[src/rtl/char_scroll_ctrl_if.sv]
// Character-in / ROM lookup / column-out signal bundle for char_scroll_ctrl.
// The slave side is the controller; the master side is the receiver, ROM and column shifter.
interface char_scroll_ctrl_if;
    logic [6:0]  char_in;
    logic        char_valid;
    logic        char_ready;
    logic        tick;
    logic [6:0]  rom_addr;
    logic [34:0] rom_data;
    logic [6:0]  col_out;
    logic        col_valid;
    logic        busy;

    modport master (
        output char_in, char_valid, tick, rom_data,
        input  char_ready, rom_addr, col_out, col_valid, busy
    );

    modport slave (
        input  char_in, char_valid, tick, rom_data,
        output char_ready, rom_addr, col_out, col_valid, busy
    );
endinterface

[src/rtl/char_scroll_ctrl.sv]
// Buffers ASCII codes, fetches each 5x7 bitmap and scrolls it out one 7-bit column per tick; CHARCTRL_IDLE_FILL_EN scrolls BLANK_CHAR when starved.
// Latency: push to first SHIFT cycle is 4 cycles; a serviced tick gives col_out/col_valid one cycle later.
// Backpressure: char_ready is a registered not-full flag; ticks beyond one pending are dropped.
module char_scroll_ctrl #(
    parameter int         FIFO_DEPTH = 4,
    parameter int         GAP_COLS   = 1,
    parameter logic [6:0] BLANK_CHAR = 7'd32
) (
    input  logic               clk,
    input  logic               rst,
    char_scroll_ctrl_if.slave  bus
);

`ifdef CHARCTRL_IDLE_FILL_EN
    localparam logic L_FILL = 1'b1;
`else
    localparam logic L_FILL = 1'b0;
`endif

    localparam int         AW     = $clog2(FIFO_DEPTH);
    localparam logic [AW:0] L_FULL = (AW+1)'(FIFO_DEPTH);
    localparam logic [2:0] L_LAST = 3'(4 + GAP_COLS);

    typedef enum logic [1:0] {S_IDLE, S_FETCH, S_LATCH, S_SHIFT} state_t;

    state_t      r_state, w_next;
    logic [6:0]  r_mem [FIFO_DEPTH];
    logic [AW-1:0] r_wr_ptr, r_rd_ptr;
    logic [AW:0] r_count, w_count_next;
    logic        r_rdy;
    logic        w_push, w_pop, w_empty;
    logic [6:0]  w_head;
    logic [34:0] r_bitmap;
    logic [2:0]  r_col_idx;
    logic        r_tick_pend;
    logic        w_service;
    logic [6:0]  w_col;
    logic [6:0]  r_rom_addr, r_col_out;
    logic        r_col_valid;

    // Character FIFO; ready is computed from the next count so it never depends on this cycle's pop.
    assign w_push       = bus.char_valid && r_rdy;
    assign w_empty      = (r_count == '0);
    assign w_head       = r_mem[r_rd_ptr];
    assign w_count_next = r_count + (AW+1)'(w_push) - (AW+1)'(w_pop);

    always_ff @(posedge clk) begin
        if (w_push)
            r_mem[r_wr_ptr] <= bus.char_in;
    end

    always_ff @(posedge clk) begin
        if (rst) begin
            r_wr_ptr <= '0;
            r_rd_ptr <= '0;
            r_count  <= '0;
            r_rdy    <= 1'b0;
        end else begin
            if (w_push)
                r_wr_ptr <= r_wr_ptr + AW'(1);
            if (w_pop)
                r_rd_ptr <= r_rd_ptr + AW'(1);
            r_count <= w_count_next;
            r_rdy   <= (w_count_next != L_FULL);
        end
    end

    always_ff @(posedge clk) begin
        if (rst)
            r_state <= S_IDLE;
        else
            r_state <= w_next;
    end

    always_comb begin
        w_next    = r_state;
        w_pop     = 1'b0;
        w_service = 1'b0;
        case (r_state)
            S_IDLE:  if (!w_empty || L_FILL) w_next = S_FETCH;
            S_FETCH: begin
                w_pop  = !w_empty;
                w_next = S_LATCH;
            end
            S_LATCH: w_next = S_SHIFT;
            S_SHIFT: begin
                w_service = r_tick_pend || bus.tick;
                if (w_service && (r_col_idx == L_LAST))
                    w_next = (!w_empty || L_FILL) ? S_FETCH : S_IDLE;
            end
            default: w_next = S_IDLE;
        endcase
    end

    always_comb begin
        w_col = '0;
        case (r_col_idx)
            3'd0:    w_col = r_bitmap[34:28];
            3'd1:    w_col = r_bitmap[27:21];
            3'd2:    w_col = r_bitmap[20:14];
            3'd3:    w_col = r_bitmap[13:7];
            3'd4:    w_col = r_bitmap[6:0];
            default: w_col = '0;
        endcase
    end

    always_ff @(posedge clk) begin
        if (rst) begin
            r_rom_addr  <= BLANK_CHAR;
            r_bitmap    <= '0;
            r_col_idx   <= '0;
            r_tick_pend <= 1'b0;
            r_col_out   <= '0;
            r_col_valid <= 1'b0;
        end else begin
            r_col_valid <= w_service;
            if (r_state == S_FETCH)
                r_rom_addr <= w_empty ? BLANK_CHAR : w_head;
            if (r_state == S_LATCH) begin
                r_bitmap  <= bus.rom_data;
                r_col_idx <= '0;
            end
            if (w_service) begin
                r_col_out <= w_col;
                if (r_col_idx != L_LAST)
                    r_col_idx <= r_col_idx + 3'd1;
            end
            // A tick landing on the cycle the pending flag is serviced stays pending for the next cycle.
            if (r_state == S_SHIFT)
                r_tick_pend <= r_tick_pend && bus.tick;
            else
                r_tick_pend <= r_tick_pend || bus.tick;
        end
    end

    assign bus.char_ready = r_rdy;
    assign bus.rom_addr   = r_rom_addr;
    assign bus.col_out    = r_col_out;
    assign bus.col_valid  = r_col_valid;
    assign bus.busy       = (r_state != S_IDLE);

endmodule

[src/flat_wrapper.sv]
// flat-port wrapper written by rule: the top's interface ports become plain ports
module char_scroll_ctrl_flat 
#(
    parameter int         FIFO_DEPTH = 4,
    parameter int         GAP_COLS   = 1,
    parameter logic [6:0] BLANK_CHAR = 7'd32
)
  (clk, rst, bus_char_in, bus_char_valid, bus_tick, bus_rom_data, bus_char_ready, bus_rom_addr, bus_col_out, bus_col_valid, bus_busy);
  char_scroll_ctrl_if bus_i ();
  input  logic clk;
  input  logic rst;
  input wire logic [$bits(bus_i.char_in)-1:0] bus_char_in;
  input wire logic [$bits(bus_i.char_valid)-1:0] bus_char_valid;
  input wire logic [$bits(bus_i.tick)-1:0] bus_tick;
  input wire logic [$bits(bus_i.rom_data)-1:0] bus_rom_data;
  output wire logic [$bits(bus_i.char_ready)-1:0] bus_char_ready;
  output wire logic [$bits(bus_i.rom_addr)-1:0] bus_rom_addr;
  output wire logic [$bits(bus_i.col_out)-1:0] bus_col_out;
  output wire logic [$bits(bus_i.col_valid)-1:0] bus_col_valid;
  output wire logic [$bits(bus_i.busy)-1:0] bus_busy;
  assign bus_i.char_in = bus_char_in;
  assign bus_i.char_valid = bus_char_valid;
  assign bus_i.tick = bus_tick;
  assign bus_i.rom_data = bus_rom_data;
  assign bus_char_ready = bus_i.char_ready;
  assign bus_rom_addr = bus_i.rom_addr;
  assign bus_col_out = bus_i.col_out;
  assign bus_col_valid = bus_i.col_valid;
  assign bus_busy = bus_i.busy;
  char_scroll_ctrl #(.FIFO_DEPTH(FIFO_DEPTH), .GAP_COLS(GAP_COLS), .BLANK_CHAR(BLANK_CHAR)) u_core (.clk(clk), .rst(rst), .bus(bus_i));
endmodule
[config.mk]
export PLATFORM = sky130hd
export DESIGN_NAME = char_scroll_ctrl_flat
export DESIGN_NICKNAME = d
export VERILOG_FILES = /design/src/rtl/char_scroll_ctrl_if.sv /design/src/rtl/char_scroll_ctrl.sv /design/src/flat_wrapper.sv
export SDC_FILE = /design/constraint.sdc
export NUM_CORES = 1
export LEC_CHECK = 0
export BUFFER_PORTS_ARGS = -buffer_cell sky130_fd_sc_hd__buf_2
export CAP_MARGIN = 20
export CORE_MARGIN = 4
export CORE_UTILIZATION = 63
export CTS_BUF_LIST = sky130_fd_sc_hd__clkbuf_8
export CTS_CLUSTER_DIAMETER = 120
export DETAILED_ROUTE_END_ITERATION = 8
export GPL_ROUTABILITY_DRIVEN = 0
export GPL_TIMING_DRIVEN = 0
export PLACE_DENSITY_LB_ADDON = 0.05
export RECOVER_POWER = 100
export SLEW_MARGIN = 20
export SYNTH_ARGS = -nofsm -noshare
export SYNTH_HDL_FRONTEND = slang
export SYNTH_SLANG_ARGS = --single-unit
[constraint.sdc]
create_clock -name clk -period 6.4 [get_ports clk]
set_input_delay 0 -clock clk [delete_from_list [all_inputs] [get_ports clk]]
set_output_delay 0 -clock clk [all_outputs]
set_load 0.005 [all_outputs]
After elaboration in Yosys (flattened, before gate mapping)
Memories as Yosys holds them, arrays and structs flattened. A register that Yosys moved wholly into a read port is not among the register bits.
Cells that the tools add are included.
{"block": "word_totals", "output_inout_bits": 17, "inputBits": 46, "register_bits": 64, "mem_bits_rw": 28, "memories": 1, "wordCells": 55}
{"block": "classes", "n_mux": 16, "n_eq_ne": 12, "n_reduce_logical": 10, "add_sub_neg": 5}
{"name": "u_core.r_mem", "words": 4, "word_bits": 7, "rd": 1, "rd_clocked_by_memory_dff": 1, "wr": 1, "line_no": "char_scroll_ctrl.sv:27", "text": "logic [6:0] r_mem [FIFO_DEPTH];"}
{"operator": "one-hot mux 7 bit (5 select lines)", "count": 1}
{"operator": "two-way mux 3 bit", "count": 3}
{"operator": "two-way mux 2 bit", "count": 4}
{"operator": "one-hot mux 2 bit (4 select lines)", "count": 1}
{"operator": "two-way mux 7 bit", "count": 1}
{"operator": "equality test 3 x 2 -> 1 bit (second input constant)", "count": 2}
{"operator": "equality test 3 bit (second input constant)", "count": 2}
{"operator": "zero test 3 bit", "count": 2}
{"operator": "two-way mux 1 bit", "count": 6}
{"operator": "!= test 3 bit (second input constant)", "count": 2}
{"operator": "adder 2 x 1 -> 2 bit (second input constant)", "count": 2}
{"operator": "equality test 2 bit (second input constant)", "count": 2}
{"operator": "adder 3 x 1 -> 3 bit", "count": 1}
{"operator": "adder 3 x 1 -> 3 bit (second input constant)", "count": 1}
{"operator": "equality test 3 x 1 -> 1 bit (second input constant)", "count": 1}
{"operator": "logical AND 1 bit", "count": 3}
{"operator": "subtractor 3 x 1 -> 3 bit", "count": 1}
{"operator": "equality test 2 x 1 -> 1 bit (second input constant)", "count": 1}
{"operator": "zero test 2 bit", "count": 1}
{"operator": "!= test 2 x 1 -> 1 bit (second input constant)", "count": 1}
{"operator": "!= test 2 bit (second input constant)", "count": 1}
{"operator": "AND reduction 2 bit", "count": 1}
{"operator": "nonzero test 2 bit", "count": 1}
{"operator": "zero test 1 bit", "count": 1}
{"operator": "logical OR 1 bit", "count": 1}

Depth between registers and ports, before layout
Gate-level depths: netlist (run 1).
{"block": "depth", "ltp_word": 5, "ltp_mapped": 11, "mapped_depth_nobuf": 10}

Worst setup path before layout (run 1)
No wires, ideal clock.
{"block": "synth_timing", "path_type": "register -> register", "from": "register u_core.r_state[1]", "to": "register u_core.r_rdy (netlist: u_core.bus.char_ready)", "period_less_slack_ns": 2.262, "path_buffers": 1, "t_arrival_ns": 2.135, "t_required_ns": 6.272, "setup_ns": 0.128, "stages_incl_launch_ff": 12, "setup_slack_ns": 4.138, "path_cell_list": "dfxtp_1 > inv_1 > ha_1 > o31a_1 > buf_2 > ha_1 > inv_1 > ha_1 > fa_1 > xnor2_1 > nor3_1 > nor2_1"}
{"block": "synth_between", "elab_chain_len": 4}
{"item": "from (decl)", "line_no": "char_scroll_ctrl.sv:26", "text": "state_t r_state, w_next;"}
{"item": "from (signal assigned)", "line_no": "char_scroll_ctrl.sv:72", "text": "r_state <= w_next;"}
{"item": "equality test 2 x 1 -> 1 bit", "line_no": "char_scroll_ctrl.sv:79", "text": "case (r_state)"}
{"item": "two-way mux 1 bit", "line_no": "char_scroll_ctrl.sv:79"}
{"item": "net u_core.w_pop", "line_no": "char_scroll_ctrl.sv:31", "text": "logic w_push, w_pop, w_empty;"}
{"item": "subtractor 3 x 1 -> 3 bit", "line_no": "char_scroll_ctrl.sv:45", "text": "assign w_count_next = r_count + (AW+1)'(w_push) - (AW+1)'(w_pop);"}
{"item": "!= test 3 bit", "line_no": "char_scroll_ctrl.sv:64", "text": "r_rdy <= (w_count_next != L_FULL);"}
{"item": "to (signal assigned)", "line_no": "char_scroll_ctrl.sv:64"}
{"item": "to (decl)", "line_no": "char_scroll_ctrl.sv:30", "text": "logic r_rdy;"}
The timed path passes the listed nets, and every way through them passes these cells.
A chain may end at the register's enable or synchronous reset.

Final worst setup path (run 1)
{"block": "layout_timing", "from": "register u_core.r_state[1]", "to": "register u_core.r_rdy (netlist: u_core.bus.char_ready)"}
{"block": "layout_between", "elab_chain_len": 4}
{"item": "equality test 2 x 1 -> 1 bit", "line_no": "char_scroll_ctrl.sv:79"}
{"item": "two-way mux 1 bit", "line_no": "char_scroll_ctrl.sv:79"}
{"item": "net u_core.w_pop", "line_no": "char_scroll_ctrl.sv:31"}
{"item": "subtractor 3 x 1 -> 3 bit", "line_no": "char_scroll_ctrl.sv:45"}
{"item": "net u_core.w_count_next[1]", "line_no": "char_scroll_ctrl.sv:29", "text": "logic [AW:0] r_count, w_count_next;"}
{"item": "!= test 3 bit", "line_no": "char_scroll_ctrl.sv:64"}
The timed path passes the listed nets, and every way through them passes these cells.

==> impl_metrics.toml, run 1 <==
[status]
status = "finished, final reports clean"

[route]
drt_iter0_markers = 159
dr_wl_met2_mm = 4.59
dr.pass1.iters = 4
wl_per_cell_um = 17.0
drtAntennaViolNets = 0
vias = 2906
routed.top_layer = "met4"
vias_per_cell = 5.52
dr_wl_met3_um = 462
drc = 0
wl_mm = 8.93
wl_met1_mm = 3.62

[pwr]
p_switching_mw = 0.510
p_int_mw = 1.15
p_leak_nw = 1.93
pwr-share-comb = 0.286
power_frac_seq = 0.454
peakVddDrop_mv = 0.251
p_per_area_nw_per_um2 = 339
clockPowerShare = 0.260
power_mw = 1.66
swShare = 0.308

[yosys]
ys_types = 39
synth_fp_nets = 392
synthCells = 329
synth_edf_count = 28
avgSynthCellArea_um2 = 11.7
synth_seq_cells = 94
yosys_most_used_dff = "dfxtp_1"
yosysWarnings = 0
async_flop_share = 0
seq_area_frac_synth = 0.560
syn_area_um2 = 3860

[floorplan]
core_area_um2 = 5920
die_area_um2 = 7440
die_h_um = 86.3
rows = 28
die_w_um = 86.3
ioPinCount = 63
start_util = 0.652

[clocking]
h-tree-depth = 3
cts_buffers = 9
post_cts_buffers = 0
post_cts_resized = 0
tritoncts = "built"
cts.reportedPaths.clkPinSlew_ps = 80
cts-root-buf = "clkbuf_8"
clock_latency_ps = 360
cts.sinks = 94
cts.path.max_buffers = 2

[layout]
multi_input_area_um2 = 1520
fin_nets = 509
seq_area_um2 = 2160
n_fill_cell = 347
final_cell_mix = "dfxtp_1, nor2_1, buf_2, dlygate4sd3_1, mux2i_1"
diodes = 0
stdcell_count = 526
area_growth_pct = 26.8
drive_gt1_frac = 0.171
layout_commonest_cell = "dfxtp_1"

[global_route]
grtUsageTotal = 0.257
grt_pass1_vias = 3037
grt_max_degree = 17
grt_pass1_wl_mm = 14.8
grt_overflow = 0
grt_antenna_before_repair = 0

[timing]
fin_skew_ps = 12.4
setup_viol_count_final = 0
finalHoldViolations = 0
setup_slack_ps = 3560
fin_setup_tns_ps = 0
rsz0062_at_grt = "false"
whs_ps = 32.1
max-slew-margin-rel = 0.464
worstMarginPinSlew_ps = 804
period_share = 0.444
clock.fmax_mhz = 352
maxSlewViolCount = 0
min_period_ps = 2840

[setup_path]
critPathKind = "flop to flop"
critPathCaptureType = "flop"
cp_max_fo = 10
cp.arrival_ps = 3060
cp.required_ps = 6620
startpoint_type = "flop"

[placement]
post-dp-hpwl_mm = 5.54
port_buffers = 62
dp_cells = 466
post-place-ws_ps = 3840

[run]
max_cap_viol_count = 0

[min_path]
hold_class = "primary input to flop"
==> worst max-delay path, stage by stage, from the launching register on <==
cell	delay [ps]
dfxtp_1	360
inv_1	130
ha_1	380
o31a_1	200
clkbuf_1	430
ha_1	330
inv_1	50
ha_1	140
fa_1	420
nor3_1	210
nor2_1	60
==> cell type report <==
| cell class | count | area share |
|---|---|---|
| Inverter | 17 | 0.0130 |
| Clock inverter | 7 | 0.0199 |
| Tap cell | 75 | 0.0192 |
| Multi-Input combinational cell | 199 | 0.311 |
| Sequential cell | 94 | 0.442 |
| Buffer | 19 | 0.0199 |
| Clock buffer | 9 | 0.0253 |
| Timing Repair Buffer | 106 | 0.149 |
==> path summary, 6_finish.rpt <==
kind,start,endpoint,slack [ps],cells after the start
worst min register to register,u_core.bus.col_out[6],u_core.bus.col_out[6],490,1
worst max-delay path,u_core.r_state[1],u_core.bus.char_ready,3560,10
worst min-delay path,bus_char_valid,u_core.r_wr_ptr[1],30,4
worst max register to register,u_core.r_state[1],u_core.bus.char_ready,3560,10
==> cell families (layout without fill, tap and decap cells) <==
logic type / Yosys count / after routing / synth area share
compound gates: 48 / 48 / 0.0940
xor+xnor: 5 / 5 / 0.0113
fa+ha+maj: 17 / 17 / 0.0571
buf+inv: 36 / 158 / 0.0434
flops: 94 / 94 / 0.560
mux: 45 / 45 / 0.139
simple gates: 84 / 84 / 0.0944
==> flip-flops by register name, indices dropped and copies added, names as in the netlist, 2 cells and up, named ones only <==
name,cells
u_core.r_bitmap,35
u_core.r_count,3
u_core.r_wr_ptr,2
u_core.r_state,2
u_core.bus.rom_addr,7
u_core.r_rd_ptr,2
u_core.r_mem,28
u_core.r_col_idx,3
u_core.bus.col_out,7
==> cells in the mapped netlist (5+ instances only) <==
cell	instances	area, um^2
a22o_1	7	61.3
buf_2	8	40.0
clkbuf_1	5	18.8
nand2_1	8	30.0
a21oi_1	8	40.0
nor2_1	57	214
mux4_2	7	158
o21ai_1	6	30.0
nor2b_1	9	56.3
dfxtp_1	66	1320
a222oi_1	6	60.1
edfxtp_1	28	841
ha_1	16	200
inv_1	17	63.8
mux2i_1	38	380
a22oi_1	8	60.1
==> per-layer routing <==
layer / GRT usage / up-vias
met4: 0.101 / 0
li1: - / 1391
met3: 0.0447 / 17
met5: 0 / -
met1: 0.310 / 1409
met2: 0.459 / 89
==> through the flow <==
step | utilization | area [um^2]
after floorplan | - | 3860
after global placement | 0.720 | 4260
after detailed placement | 0.720 | 4260
after CTS | 0.832 | 4920
after global routing | 0.827 | 4890
final | 0.827 | 4890
==> power by group through the flow <==
stage / clock network [mW] / logic (mW) / registers [mW]
finish: 0.431 / 0.475 / 0.752
global route: 0.461 / 0.530 / 0.761
CTS: 0.433 / 0.475 / 0.750
detailed placement: 0 / 0.449 / 0.763
global placement: 0 / 0.435 / 0.759
floorplan: 0 / 0.347 / 0.750
==> repair_timing <==
item | CTS | global route
hold buffers | 44 | 0
endpoints found under the setup margin | 0 | 0
endpoints found under the hold margin | 67 | 0
(Power assumes the default switching activity.)
==> run 2, diff against run 1 <==
--- a/config.mk
+++ b/config.mk
@@ -5,10 +5,11 @@
 export SDC_FILE = /design/constraint.sdc
 export NUM_CORES = 1
 export LEC_CHECK = 0
+export ABC_AREA = 1
 export BUFFER_PORTS_ARGS = -buffer_cell sky130_fd_sc_hd__buf_2
 export CAP_MARGIN = 20
 export CORE_MARGIN = 4
-export CORE_UTILIZATION = 63
+export CORE_UTILIZATION = 53
 export CTS_BUF_LIST = sky130_fd_sc_hd__clkbuf_8
 export CTS_CLUSTER_DIAMETER = 120
 export DETAILED_ROUTE_END_ITERATION = 8
==> constraint.sdc (replaced) <==
create_clock -name clk -period 2.4 [get_ports clk]
set_input_delay 0 -clock clk [delete_from_list [all_inputs] [get_ports clk]]
set_output_delay 0 -clock clk [all_outputs]
set_load 0.005 [all_outputs]
==> run 2 against run 1 <==
Sequential power rose to 2.8 times the previous value. Critical path depth increased by 1. Synthesized cell count up 45%. Largest power group unchanged. Highest routed layer unchanged.
==> impl_metrics.toml, run 2 <==
[floorplan]
die_w_um = 95.3
ioPinCount = 63
rows = 31
core_area_um2 = 7330
die_area_um2 = 9080
die_h_um = 95.3
start_util = 0.551

[setup_path]
crit-reg2reg-launch = "u_core.r_state[1]"
critPathLaunch = "u_core.r_state[1]"
cp.arrival_ps = 2460
critPathCaptureType = "flop"
cp.required_ps = 2630
startpoint_type = "flop"
cp_max_fo = 10
critPathKind = "flop to flop"

[pwr]
p_leak_nw = 2.15
power_mw = 4.53
p_per_area_nw_per_um2 = 891
peakVddDrop_mv = 0.399

[yosys]
yosysWarnings = 0
async_flop_share = 0
synth_edf_count = 28
synthTopCellsByCount = "nor2_1, nand2_1, dfxtp_1, o21ai_0, inv_1"
synth_most_common_cell = "nor2_1"
ys_top_cells_by_area = "dfxtp_1, edfxtp_1, nor2_1"
avgSynthCellArea_um2 = 8.45
synthCells = 478
syn_area_um2 = 4040
ys_types = 28
synth_seq_cells = 94
yosys.area.top_type = "dfxtp_1"
synth_fp_nets = 541
yosys_most_used_dff = "dfxtp_1"
synth_top_area_share = 0.327
seq_area_frac_synth = 0.535

[timing]
finalHoldViolations = 0
period_share = 0.932
setup_viol_count_final = 0
fin_skew_ps = 7.82
rsz0062_at_grt = "false"
clock.fmax_mhz = 447
min_period_ps = 2240
maxSlewViolCount = 0
worstMarginPinSlew_ps = 667
setup_slack_ps = 164
max-slew-margin-rel = 0.554

[run]
max_cap_viol_count = 0

[clocking]
cts.reportedPaths.clkPinSlew_ps = 90
h-tree-depth = 3
cts-root-buf = "clkbuf_8"
cts.sinks = 94
cts_buffers = 9
cts.path.max_buffers = 2
clock_latency_ps = 360
tritoncts = "built"

[global_route]
grt_pass1_vias = 3211
grt_overflow = 0
grt_max_degree = 17
grt_antenna_before_repair = 0
grt_pass1_wl_mm = 14.9
grtUsageTotal = 0.214

[route]
dr.pass1.iters = 4
drtAntennaViolNets = 0
wl_per_cell_um = 12.8
vias = 3369
wl_mm = 8.96
drc = 0
vias_per_cell = 4.81
drt_iter0_markers = 100

[layout]
seq_area_um2 = 2160
regMostFlops = "u_core.r_bitmap"
stdcell_count = 700
largest_register_ffs = 35
top_regs = "u_core.r_bitmap: 35 flops, u_core.r_mem: 28 flops"
final_cell_mix = "nor2_1, nand2_1, dfxtp_1, buf_2"
fin_nets = 659
n_fill_cell = 612
diodes = 0
multi_input_area_um2 = 1570
area_growth_pct = 25.7
final_area_um2 = 5080
layout_commonest_cell = "nor2_1"
finish.utilization = 0.693
drive_gt1_frac = 0.133

[min_path]
min_from = "bus_char_valid"
hold_class = "primary input to flop"

[status]
status = "finished, final reports clean"

[placement]
post-dp-hpwl_mm = 6.19
post-place-ws_ps = -71.7
placed_cell_area_um2 = 4470
port_buffers = 62
dp_cells = 639
## run 2: changes by cell type in the layout (fill, tap and decap cells not counted), sizes merged, moves of 8 or more
| cell | change |
|---|---|
| nor2 | +53 |
| inv | +25 |
| nand3 | +23 |
| mux2i | -38 |
| nor2b | -9 |
| nand2 | +70 |
| a22oi | -8 |
| a21oi | +23 |
| o21ai | +49 |
## run 2: report_power, final
group,total [mW],switching [mW],internal [mW]
sequential,2.08,0.155,1.93
combinational,1.30,0.795,0.504
clock,1.15,0.558,0.588
## run 2: path summary, 6_finish.rpt
path              slack (ps)  cells past startpoint               endpoint
hold reg to reg          460                      2    u_core.r_bitmap[22]
hold / removal           140                      3     u_core.r_wr_ptr[1]
setup reg to reg         160                     11  u_core.bus.char_ready
setup / recovery         160                     11  u_core.bus.char_ready
## run 2: final cells by class
class	count	area share
repair buffers	107	0.145
well taps	99	0.0244
clock inverters	7	0.0190
multi-input cells	322	0.310
flip-flops and latches	94	0.426
inverters	43	0.0320
plain buffers	19	0.0197
clock buffers	9	0.0244
## run 2: critical path, cell delays in order (launching register included)
cell and delay (ps):
dfxtp_2 370, inv_2 60, ha_2 180, inv_2 80, a21oi_4 40, buf_6 140
ha_1 270, inv_1 40, ha_1 200, fa_1 420, xor2_1 210, a21oi_1 90
## run 2: through the flow
step	setup TNS, ps	hold WS (ps)
global placement	0	214
finish	0	140
global route	0	140
detailed placement	-115	218
CTS	0	134
floorplan	0	69.1
## run 2: per-layer routing
metal | vias to the layer above | track usage | share of wire
met1 | 1515 | 0.264 | 0.44
li1 | 1770 | - | -
met5 | - | 0 | 0
met4 | 0 | 0.0841 | 0.030
met3 | 16 | 0.0513 | 0.041
met2 | 68 | 0.360 | 0.49
## run 2: logic make-up (layout without fill, tap and decap cells)
group | Yosys count | in the layout | synth area share
AND/OR/NAND/NOR | 212 | 212 | 0.215
flip-flops | 94 | 94 | 0.535
AO/OA/AOI/OAI | 91 | 91 | 0.123
buffers and inverters | 62 | 185 | 0.0675
adder cells (fa/ha/maj) | 17 | 17 | 0.0545
XOR/XNOR | 2 | 2 | 0.00434
## run 2: repair_timing
action | in CTS | in global routing
gates resized for setup | 1 | 4
hold buffers | 44 | 0
endpoints found under the setup margin | 2 | 3
buffers inserted | 0 | 1
pin swaps | 0 | 1
gates cloned | 0 | 0
endpoints found under the hold margin | 65 | 0
